## src/rtl/uart_rx_cfg.sv

```systemverilog
`timescale 1ns/1ps
// uart_rx_cfg: oversampling UART receiver with 3-sample vote, parity/stop checks and a valid/ready output.
// Break detection is built in when UART_RX_BREAK_DET_EN is defined.
//   state  | meaning
//   IDLE   | line idle, waiting for a 1->0 edge
//   START  | confirming the start bit at mid-bit
//   DATA   | shifting in data bits, LSB first
//   PARITY | sampling the parity bit
//   STOP   | sampling stop bit(s); commit after the last one
//   BREAK  | line held low through a whole frame; wait for one bit of high
module uart_rx_cfg #(
  parameter int CLK_FREQ   = 50_000_000,
  parameter int BAUD_RATE  = 115200,
  parameter int OVERSAMPLE = 16,
  parameter int DATA_BITS  = 8,
  parameter int PARITY     = 0,
  parameter int STOP_BITS  = 1
) (
  input  logic                 clk,
  input  logic                 rst_,
  input  logic                 rx_serial,
  input  logic                 rx_ready,
  output logic [DATA_BITS-1:0] rx_data,
  output logic                 rx_valid,
  output logic                 rx_parity_err,
  output logic                 rx_frame_err,
  output logic                 rx_overrun,
  output logic                 rx_break
);

  localparam int DIV   = CLK_FREQ / (BAUD_RATE * OVERSAMPLE);
  localparam int DIV_W = (DIV > 1) ? $clog2(DIV) : 1;
  localparam int OS_W  = $clog2(OVERSAMPLE);
  localparam logic [DIV_W-1:0] DIV_LAST  = DIV_W'(DIV - 1);
  localparam logic [OS_W-1:0]  OS_LAST   = OS_W'(OVERSAMPLE - 1);
  localparam logic [OS_W-1:0]  SMP_A     = OS_W'(OVERSAMPLE / 2 - 1);
  localparam logic [OS_W-1:0]  SMP_B     = OS_W'(OVERSAMPLE / 2);
  localparam logic [OS_W-1:0]  SMP_C     = OS_W'(OVERSAMPLE / 2 + 1);
  localparam logic [3:0]       DATA_LAST = 4'(DATA_BITS - 1);
  localparam logic [3:0]       STOP_LAST = 4'(STOP_BITS - 1);

  typedef enum logic [2:0] {
    S_IDLE   = 3'd0,
    S_START  = 3'd1,
    S_DATA   = 3'd2,
    S_PARITY = 3'd3,
    S_STOP   = 3'd4
`ifdef UART_RX_BREAK_DET_EN
    , S_BREAK = 3'd5
`endif
  } state_t;

  logic                 sync1_q, sync1_d, sync2_q, sync2_d, prev_q, prev_d;
  logic [DIV_W-1:0]     div_cnt_q, div_cnt_d;
  state_t               state_q, state_d;
  logic [OS_W-1:0]      os_cnt_q, os_cnt_d;
  logic [3:0]           bit_cnt_q, bit_cnt_d;
  logic [1:0]           smp_q, smp_d;
  logic [DATA_BITS-1:0] shift_q, shift_d;
  logic                 par_q, par_d;
  logic                 stop_err_q, stop_err_d;
  logic                 commit_q, commit_d;
  logic [DATA_BITS-1:0] rx_data_q, rx_data_d;
  logic                 rx_valid_q, rx_valid_d;
  logic                 rx_perr_q, rx_perr_d;
  logic                 rx_ferr_q, rx_ferr_d;
  logic                 rx_overrun_q, rx_overrun_d;
`ifdef UART_RX_BREAK_DET_EN
  logic                 any_one_q, any_one_d;
  logic                 rx_break_q, rx_break_d;
`endif

  logic rx_s, fall, tick, vote, vote_pt, par_calc, par_err;

  always_comb begin
    rx_s     = sync2_q;
    fall     = prev_q & ~sync2_q;
    tick     = (div_cnt_q == DIV_LAST);
    vote     = (smp_q[0] & smp_q[1]) | (smp_q[0] & rx_s) | (smp_q[1] & rx_s);
    vote_pt  = tick && (os_cnt_q == SMP_C);
    par_calc = ^{shift_q, par_q};
    par_err  = (PARITY == 1) ? ~par_calc : (PARITY == 2) ? par_calc : 1'b0;

    sync1_d      = rx_serial;
    sync2_d      = sync1_q;
    prev_d       = sync2_q;
    div_cnt_d    = tick ? '0 : div_cnt_q + 1'b1;
    state_d      = state_q;
    os_cnt_d     = os_cnt_q;
    bit_cnt_d    = bit_cnt_q;
    smp_d        = smp_q;
    shift_d      = shift_q;
    par_d        = par_q;
    stop_err_d   = stop_err_q;
    commit_d     = 1'b0;
    rx_data_d    = rx_data_q;
    rx_valid_d   = rx_valid_q;
    rx_perr_d    = rx_perr_q;
    rx_ferr_d    = rx_ferr_q;
    rx_overrun_d = 1'b0;
`ifdef UART_RX_BREAK_DET_EN
    any_one_d    = any_one_q;
    rx_break_d   = rx_break_q;
`endif

    case (state_q)
      S_IDLE: begin
        if (fall) begin
          state_d    = S_START;
          os_cnt_d   = '0;
          bit_cnt_d  = '0;
          stop_err_d = 1'b0;
`ifdef UART_RX_BREAK_DET_EN
          any_one_d  = 1'b0;
`endif
        end
      end
      S_START, S_DATA, S_PARITY, S_STOP: begin
        if (tick) begin
          os_cnt_d = (os_cnt_q == OS_LAST) ? '0 : os_cnt_q + 1'b1;
          if (os_cnt_q == SMP_A) smp_d[0] = rx_s;
          if (os_cnt_q == SMP_B) smp_d[1] = rx_s;
        end
        // State changes happen at the vote point; os_cnt keeps the bit phase.
        if (vote_pt) begin
`ifdef UART_RX_BREAK_DET_EN
          if (state_q != S_START) any_one_d = any_one_q | vote;
`endif
          case (state_q)
            S_START: state_d = vote ? S_IDLE : S_DATA;
            S_DATA: begin
              shift_d = {vote, shift_q[DATA_BITS-1:1]};
              if (bit_cnt_q == DATA_LAST) begin
                bit_cnt_d = '0;
                state_d   = (PARITY != 0) ? S_PARITY : S_STOP;
              end else begin
                bit_cnt_d = bit_cnt_q + 1'b1;
              end
            end
            S_PARITY: begin
              par_d   = vote;
              state_d = S_STOP;
            end
            S_STOP: begin
              stop_err_d = stop_err_q | ~vote;
              if (bit_cnt_q == STOP_LAST) begin
                commit_d = 1'b1;
                state_d  = S_IDLE;
`ifdef UART_RX_BREAK_DET_EN
                if (!(any_one_q | vote)) begin
                  state_d  = S_BREAK;
                  os_cnt_d = '0;
                end
`endif
              end else begin
                bit_cnt_d = bit_cnt_q + 1'b1;
              end
            end
            default: ;
          endcase
        end
      end
`ifdef UART_RX_BREAK_DET_EN
      S_BREAK: begin
        // Count ticks of continuous high; any low sample restarts the bit.
        if (!rx_s) begin
          os_cnt_d = '0;
        end else if (tick) begin
          if (os_cnt_q == OS_LAST) begin
            state_d  = S_IDLE;
            os_cnt_d = '0;
          end else begin
            os_cnt_d = os_cnt_q + 1'b1;
          end
        end
      end
`endif
      default: state_d = S_IDLE;
    endcase

    if (commit_q) begin
      if (!rx_valid_q || rx_ready) begin
        rx_data_d  = shift_q;
        rx_perr_d  = par_err;
        rx_ferr_d  = stop_err_q;
        rx_valid_d = 1'b1;
`ifdef UART_RX_BREAK_DET_EN
        rx_break_d = ~any_one_q;
`endif
      end else begin
        rx_overrun_d = 1'b1;
      end
    end else if (rx_valid_q && rx_ready) begin
      rx_valid_d = 1'b0;
`ifdef UART_RX_BREAK_DET_EN
      rx_break_d = 1'b0;
`endif
    end
  end

  always_ff @(posedge clk or negedge rst_) begin
    if (!rst_) begin
      sync1_q      <= 1'b1;
      sync2_q      <= 1'b1;
      prev_q       <= 1'b1;
      div_cnt_q    <= '0;
      state_q      <= S_IDLE;
      os_cnt_q     <= '0;
      bit_cnt_q    <= '0;
      smp_q        <= '0;
      shift_q      <= '0;
      par_q        <= 1'b0;
      stop_err_q   <= 1'b0;
      commit_q     <= 1'b0;
      rx_data_q    <= '0;
      rx_valid_q   <= 1'b0;
      rx_perr_q    <= 1'b0;
      rx_ferr_q    <= 1'b0;
      rx_overrun_q <= 1'b0;
`ifdef UART_RX_BREAK_DET_EN
      any_one_q    <= 1'b0;
      rx_break_q   <= 1'b0;
`endif
    end else begin
      sync1_q      <= sync1_d;
      sync2_q      <= sync2_d;
      prev_q       <= prev_d;
      div_cnt_q    <= div_cnt_d;
      state_q      <= state_d;
      os_cnt_q     <= os_cnt_d;
      bit_cnt_q    <= bit_cnt_d;
      smp_q        <= smp_d;
      shift_q      <= shift_d;
      par_q        <= par_d;
      stop_err_q   <= stop_err_d;
      commit_q     <= commit_d;
      rx_data_q    <= rx_data_d;
      rx_valid_q   <= rx_valid_d;
      rx_perr_q    <= rx_perr_d;
      rx_ferr_q    <= rx_ferr_d;
      rx_overrun_q <= rx_overrun_d;
`ifdef UART_RX_BREAK_DET_EN
      any_one_q    <= any_one_d;
      rx_break_q   <= rx_break_d;
`endif
    end
  end

  assign rx_data       = rx_data_q;
  assign rx_valid      = rx_valid_q;
  assign rx_parity_err = rx_perr_q;
  assign rx_frame_err  = rx_ferr_q;
  assign rx_overrun    = rx_overrun_q;
`ifdef UART_RX_BREAK_DET_EN
  assign rx_break      = rx_break_q;
`else
  assign rx_break      = 1'b0;
`endif

endmodule

```

## config.mk

```make
export PLATFORM = sky130hd
export DESIGN_NAME = uart_rx_cfg
export DESIGN_NICKNAME = d
export VERILOG_FILES = /design/src/rtl/uart_rx_cfg.sv
export SDC_FILE = /design/constraint.sdc
export NUM_CORES = 1
export LEC_CHECK = 0
export ABC_AREA = 1
export ABC_CLOCK_PERIOD_IN_PS = 1700
export CAP_MARGIN = 20
export CORE_ASPECT_RATIO = 1.4
export CORE_MARGIN = 10
export CORE_UTILIZATION = 50
export DETAILED_ROUTE_END_ITERATION = 6
export PLACE_DENSITY = 0.73
export SLEW_MARGIN = 20
export SYNTH_ARGS = -nofsm -noshare
export SYNTH_HDL_FRONTEND = slang
export SYNTH_SLANG_ARGS = --single-unit
```

## constraint.sdc

```tcl
create_clock -name clk -period 1.7 [get_ports clk]
set_input_delay 0.51 -clock clk [delete_from_list [all_inputs] [get_ports clk]]
set_output_delay 0.51 -clock clk [all_outputs]
set_load 0.1 [all_outputs]
```

## Word-level counts from Yosys, hierarchy flattened

Cells that the tools add are included.

- Bits in registers: 42
- Word-level logic and storage cells: 96

- Equal/unequal tests: 20
- Add/subtract/negate cells: 3
- Reduce and logical (&&, ||, !) cells: 18
- Mux-type cells: 30
- Bitwise gates (word level): 9

Operator list:

| cell | number |
|---|---|
| 2-to-1 mux 4 bit | 6 |
| one-hot mux 4 bit (2 select lines) | 3 |
| equality test 4 bit, second input constant | 3 |
| 2-to-1 mux 1 bit | 12 |
| 2-to-1 mux 3 bit | 4 |
| != test 3 bit, second input constant | 4 |
| one-hot mux 3 bit (4 select lines) | 1 |
| AND reduction 3 bit | 4 |
| AND reduction 5 bit | 2 |
| adder 4 x 1 -> 4 bit, second input constant | 2 |
| equality test 4 x 3 -> 1 bit, second input constant | 2 |
| != test 2 bit, second input constant | 4 |
| equality test 3 x 2 -> 1 bit, second input constant | 2 |
| one-hot mux 3 bit (2 select lines) | 1 |
| adder 5 x 1 -> 5 bit, second input constant | 1 |
| equality test 5 bit, second input constant | 1 |
| 2-to-1 mux 5 bit | 1 |
| != test 5 bit, second input constant | 1 |
| AND 1 bit | 4 |
| zero test 4 bit | 1 |
| AND reduction 2 bit | 2 |
| AND reduction 4 bit | 1 |
| nonzero test 2 bit | 2 |
| OR reduction 4 bit | 1 |
| 11 further kinds | 15 |

## Longest topological paths before layout

Gate-level depths: netlist of the first run.

- Word-level depth: 8
- Depth in mapped cells: 10

## Least setup slack after synthesis of the first run

OpenSTA, ideal clock, no wires.

- Kind: register to register
- Start: register rx_valid_q, in the netlist rx_valid
- End: register rx_data_q[7], in the netlist rx_data[7]
- Data arrival time: 1.681 ns
- Path slack: -0.064 ns
- Setup time: 0.083 ns
- Path buffers: 1
- Period minus slack after synthesis: 1.764 ns
- Stages on the path, launching flop included: 6
- Path through: dfrtp_1 nand2_1 nand2_1 clkbuf_1 nand2_1 o21ai_0

- Longest elaborated chain between the ends: 3

Ends and longest elaborated chain:

| element | line | source |
|---|---|---|
| start, declared | 64 | `logic rx_valid_q, rx_valid_d;` |
| start signal, assigned | 238 | `rx_valid_q <= rx_valid_d;` |
| zero test 1 bit | 182 | `if (!rx_valid_q \|\| rx_ready) begin` |
| logical OR 1 bit | 182 |  |
| AND reduction 2 bit (no line) | -- |  |
| end signal, assigned | 237 | `rx_data_q <= rx_data_d;` |
| end, declared | 63 | `logic [DATA_BITS-1:0] rx_data_q, rx_data_d;` |

Every way passes these cells.
A chain may end at the register's enable or synchronous reset.

## Final worst setup path of the first run

- Start: register div_cnt_q[0]
- End: register shift_q[1]

- Longest elaborated chain between the ends: 3

Ends and longest elaborated chain:

| element | line | source |
|---|---|---|
| start, declared | 54 | `logic [DIV_W-1:0] div_cnt_q, div_cnt_d;` |
| start signal, assigned | 228 | `div_cnt_q <= div_cnt_d;` |
| equality test 5 bit | 78 | `tick = (div_cnt_q == DIV_LAST);` |
| logical AND 1 bit | 80 | `vote_pt = tick && (os_cnt_q == SMP_C);` |
| AND reduction 3 bit (no line) | -- |  |
| end signal, assigned | 233 | `shift_q <= shift_d;` |
| end, declared | 59 | `logic [DATA_BITS-1:0] shift_q, shift_d;` |

Every way passes these cells.

==> results of run 1 <==
[placed cells by master, fill, tap and decap left out]
cell type         n
inv_2             1
xor2_1            4
ha_1              7
nor3_1            4
o21ai_2           7
nand3b_1          2
nor2_4            1
nand2_2           2
buf_2             1
clkdlybuf4s50_1   2
clkinvlp_4        2
nor2_2            2
conb_1            2
a21oi_1           2
or2_1             1
and2_1            1
a21oi_2           1
nor2_1           20
clkbuf_8          5
nand2_1          71
xnor2_1           1
mux2_2            1
inv_6             1
dfrtp_1          38
buf_12           12
dfrtp_2           1
buf_4            13
o21ai_0          11
inv_1            33
nand2_4           1
nand4_1           4
nand3_1          18
dfstp_2           3
[report_power, final]
part / leakage [nW] / switching [W] / internal, W / total (W)
logic: 0.682 / 0.000606 / 0.000366 / 0.000971
clock network: 0.0408 / 0.000360 / 0.000294 / 0.000654
registers: 0.552 / 0.000104 / 0.00110 / 0.00120
total: 1.27 / 0.00107 / 0.00176 / 0.00283
[synth_stat cells (all sizes together)]
cell    instances  share of area
nand3          18          0.044
conb            1         0.0018
nand2          74           0.14
o21ai          18          0.056
or2             1         0.0030
dfstp           3          0.038
xor2            4          0.017
dfrtp          39           0.47
clkbuf          1         0.0018
nand3b          2         0.0072
nor3            4         0.0097
buf             5          0.026
and2            1         0.0030
mux2            1         0.0054
ha              7          0.042
nor2           23          0.047
xnor2           1         0.0042
a21oi           3         0.0091
inv            34          0.062
nand4           4          0.012
[worst max-delay path, cell delays in order (launching register included)]
cell and delay (ns):
dfrtp_1 0.41, inv_1 0.07, ha_1 0.15, nand2_2 0.07, nor2_4 0.15, nand2_4 0.07
or2_1 0.25, buf_4 0.18, nand2_1 0.07, o21ai_2 0.05
[flip-flops by register name, summed over array words and instances, names as in the netlist]
register / flops
rx_valid: 1
div_cnt_q: 5
stop_err_q: 1
prev_d: 1
state_q: 3
rx_data: 8
rx_overrun: 1
commit_q: 1
rx_frame_err: 1
sync1_q: 1
os_cnt_q: 4
prev_q: 1
smp_q: 2
bit_cnt_q: 4
shift_q: 8
[what timing repair did]
item	CTS	global route
endpoints found under the setup margin	0	8
gates resized for setup	0	1
buffers inserted	0	3
[worst paths after layout]
path | startpoint | end | slack [ns] | depth (start not counted)
setup / recovery | div_cnt_q[0] | shift_q[1] | 0.11 | 9
hold / removal | rst_ | rx_data[2] | 0.13 | 1
setup reg to reg | div_cnt_q[0] | shift_q[1] | 0.11 | 9
hold reg to reg | sync1_q | prev_d | 0.36 | 0
max in group asynchronous | rst_ | prev_d | 1.02 | 2
min in group clk | sync1_q | prev_d | 0.36 | 0
[metrics by stage]
stage,worst slack [ns],area (sq um),utilization,total power (W)
4_1_cts,0.06620,2505,0.6337,0.002840
5_1_grt,0.008684,2530,0.6401,0.003045
2_1_floorplan,0.09228,2076,-,0.001867
3_5_place_dp,0.06013,2412,0.6103,0.002178
6_report,0.1100,2530,0.6401,0.002825
3_3_place_gp,0.1103,2412,0.6103,0.002159
[cell families (layout without fill, tap and decap cells)]
kind of cell / after synthesis / after routing
AO/OA/AOI/OAI: 21 / 21
XOR/XNOR: 5 / 5
adder cells (fa/ha/maj): 7 / 7
buffers and inverters: 40 / 70
flip-flops: 42 / 42
multiplexers: 1 / 1
other: 1 / 2
AND/OR/NAND/NOR: 127 / 127
[layer usage]
layer,GRT usage,up-vias,share of wire
li1,-,814,-
met1,0.1216,760,0.41
met2,0.1992,24,0.51
met3,0.03193,5,0.062
met4,0.05505,0,0.016
met5,0,-,0
[cell type report]
class	instances	area [sq um]	area share
Timing Repair Buffer	28	362.8	0.1434
Sequential cell	42	1056	0.4174
Tap cell	43	53.80	0.02127
Clock buffer	5	68.82	0.02720
Multi-Input combinational cell	163	837.1	0.3309
Inverter	34	127.6	0.05044
Clock inverter	3	23.77	0.009397
==> reports/metrics.csv, run 1 <==
metric;value;unit
status;completed;
Yosys reg bits;42;
CTS tree;yes;
detail-routed net length per standard cell;11.83;microns
Mapped Avg Cell Area;8.487;sq um
warnings from Yosys;0;
layout cells sized above 1;0.1964;
number of remaining DRC errors;0;
site row count;27;
antenna viol nets, final;0;
Final Non-Filler Cells;318;
CP required;1.89;ns
sequential area share after synthesis;0.5094;
Hold Crit Class;input pin to asynchronous set/reset pin;
final clock skew;0.01360;ns
max-slew violations;0;
Setup TNS;0;ns
# placed instances;307;
Yosys cell types;29;
n_diodes;0;
fin crit share;0.9353;
Area Growth Syn to Fin;22.18;%
simple-gate share of the synthesized area;0.2653;
Post-Synthesis Cell Area;2071;sq um
post-DP HPWL;2860;microns
P per Cell Area;1117;nW/um^2
Total GRT Usage;0.1138;
die area;7152;sq um
Num CTS Buffers;5;
CP startpoint kind;register;
minimum clock period;1.590;ns
clock tree buffer depth;2;
largest net degree at the start of global routing;27;
worst skew pair latency;0.30;ns
Final nets;285;
initial antenna violation count;0;
endpoints failing setup;0;
Vias/cell;5.041;
Arrival @ worst endpoint;1.78;ns
clk root buf;clkbuf_8;
die height;96.15;microns
post-synthesis compound-gate area fraction;0.06526;
DR iter-0 viols;50;
cts hold-fix bufs;0;
num ports;17;
RD Place Congestion;0.8392;
Leak Pwr;1.275;nW
clk slew on worst S/H paths;0.09;ns
Hold Fails Final Rpt;0;
Fmax achieved;628.9;MHz
TritonRoute pass-1 iters;4;
Max-cap violations;0;
crit end category;register;
drt total wl;3762;microns
mux cell area share after synthesis;0.005438;
vias in the first global route;1563;
Initial Util;0.5239;
post-synthesis xor/xnor area fraction;0.02115;
CORE AREA;3953;sq um
H-tree depth;2;
Gate Count Post-Synth;244;
largest family of logic cells by synthesized area;simple AND/OR/NAND/NOR gates;
VDD IR max;1.092;mV
TritonCTS Sinks;42;
width of the die;74.39;microns
Port-buffer cells;14;
RSZ-0062 raised after global routing;no;
Max FO, Critical Path;8;
Fillers;344;
first-pass GRT wire length;6555;microns
Fin Hold WS;0.1289;ns
Crit Path Class;register to register;
gr ovfl total;0;
via count;1603;
Synth Area in Adders;0.04230;
Note: power is estimated with default switching activity, not from simulation.
==> run 2: changes to the inputs <==
SLEW_MARGIN = default   (was 20)
==> results of run 2 <==
Final layout, timing and power as in run 1 (identical DEF).
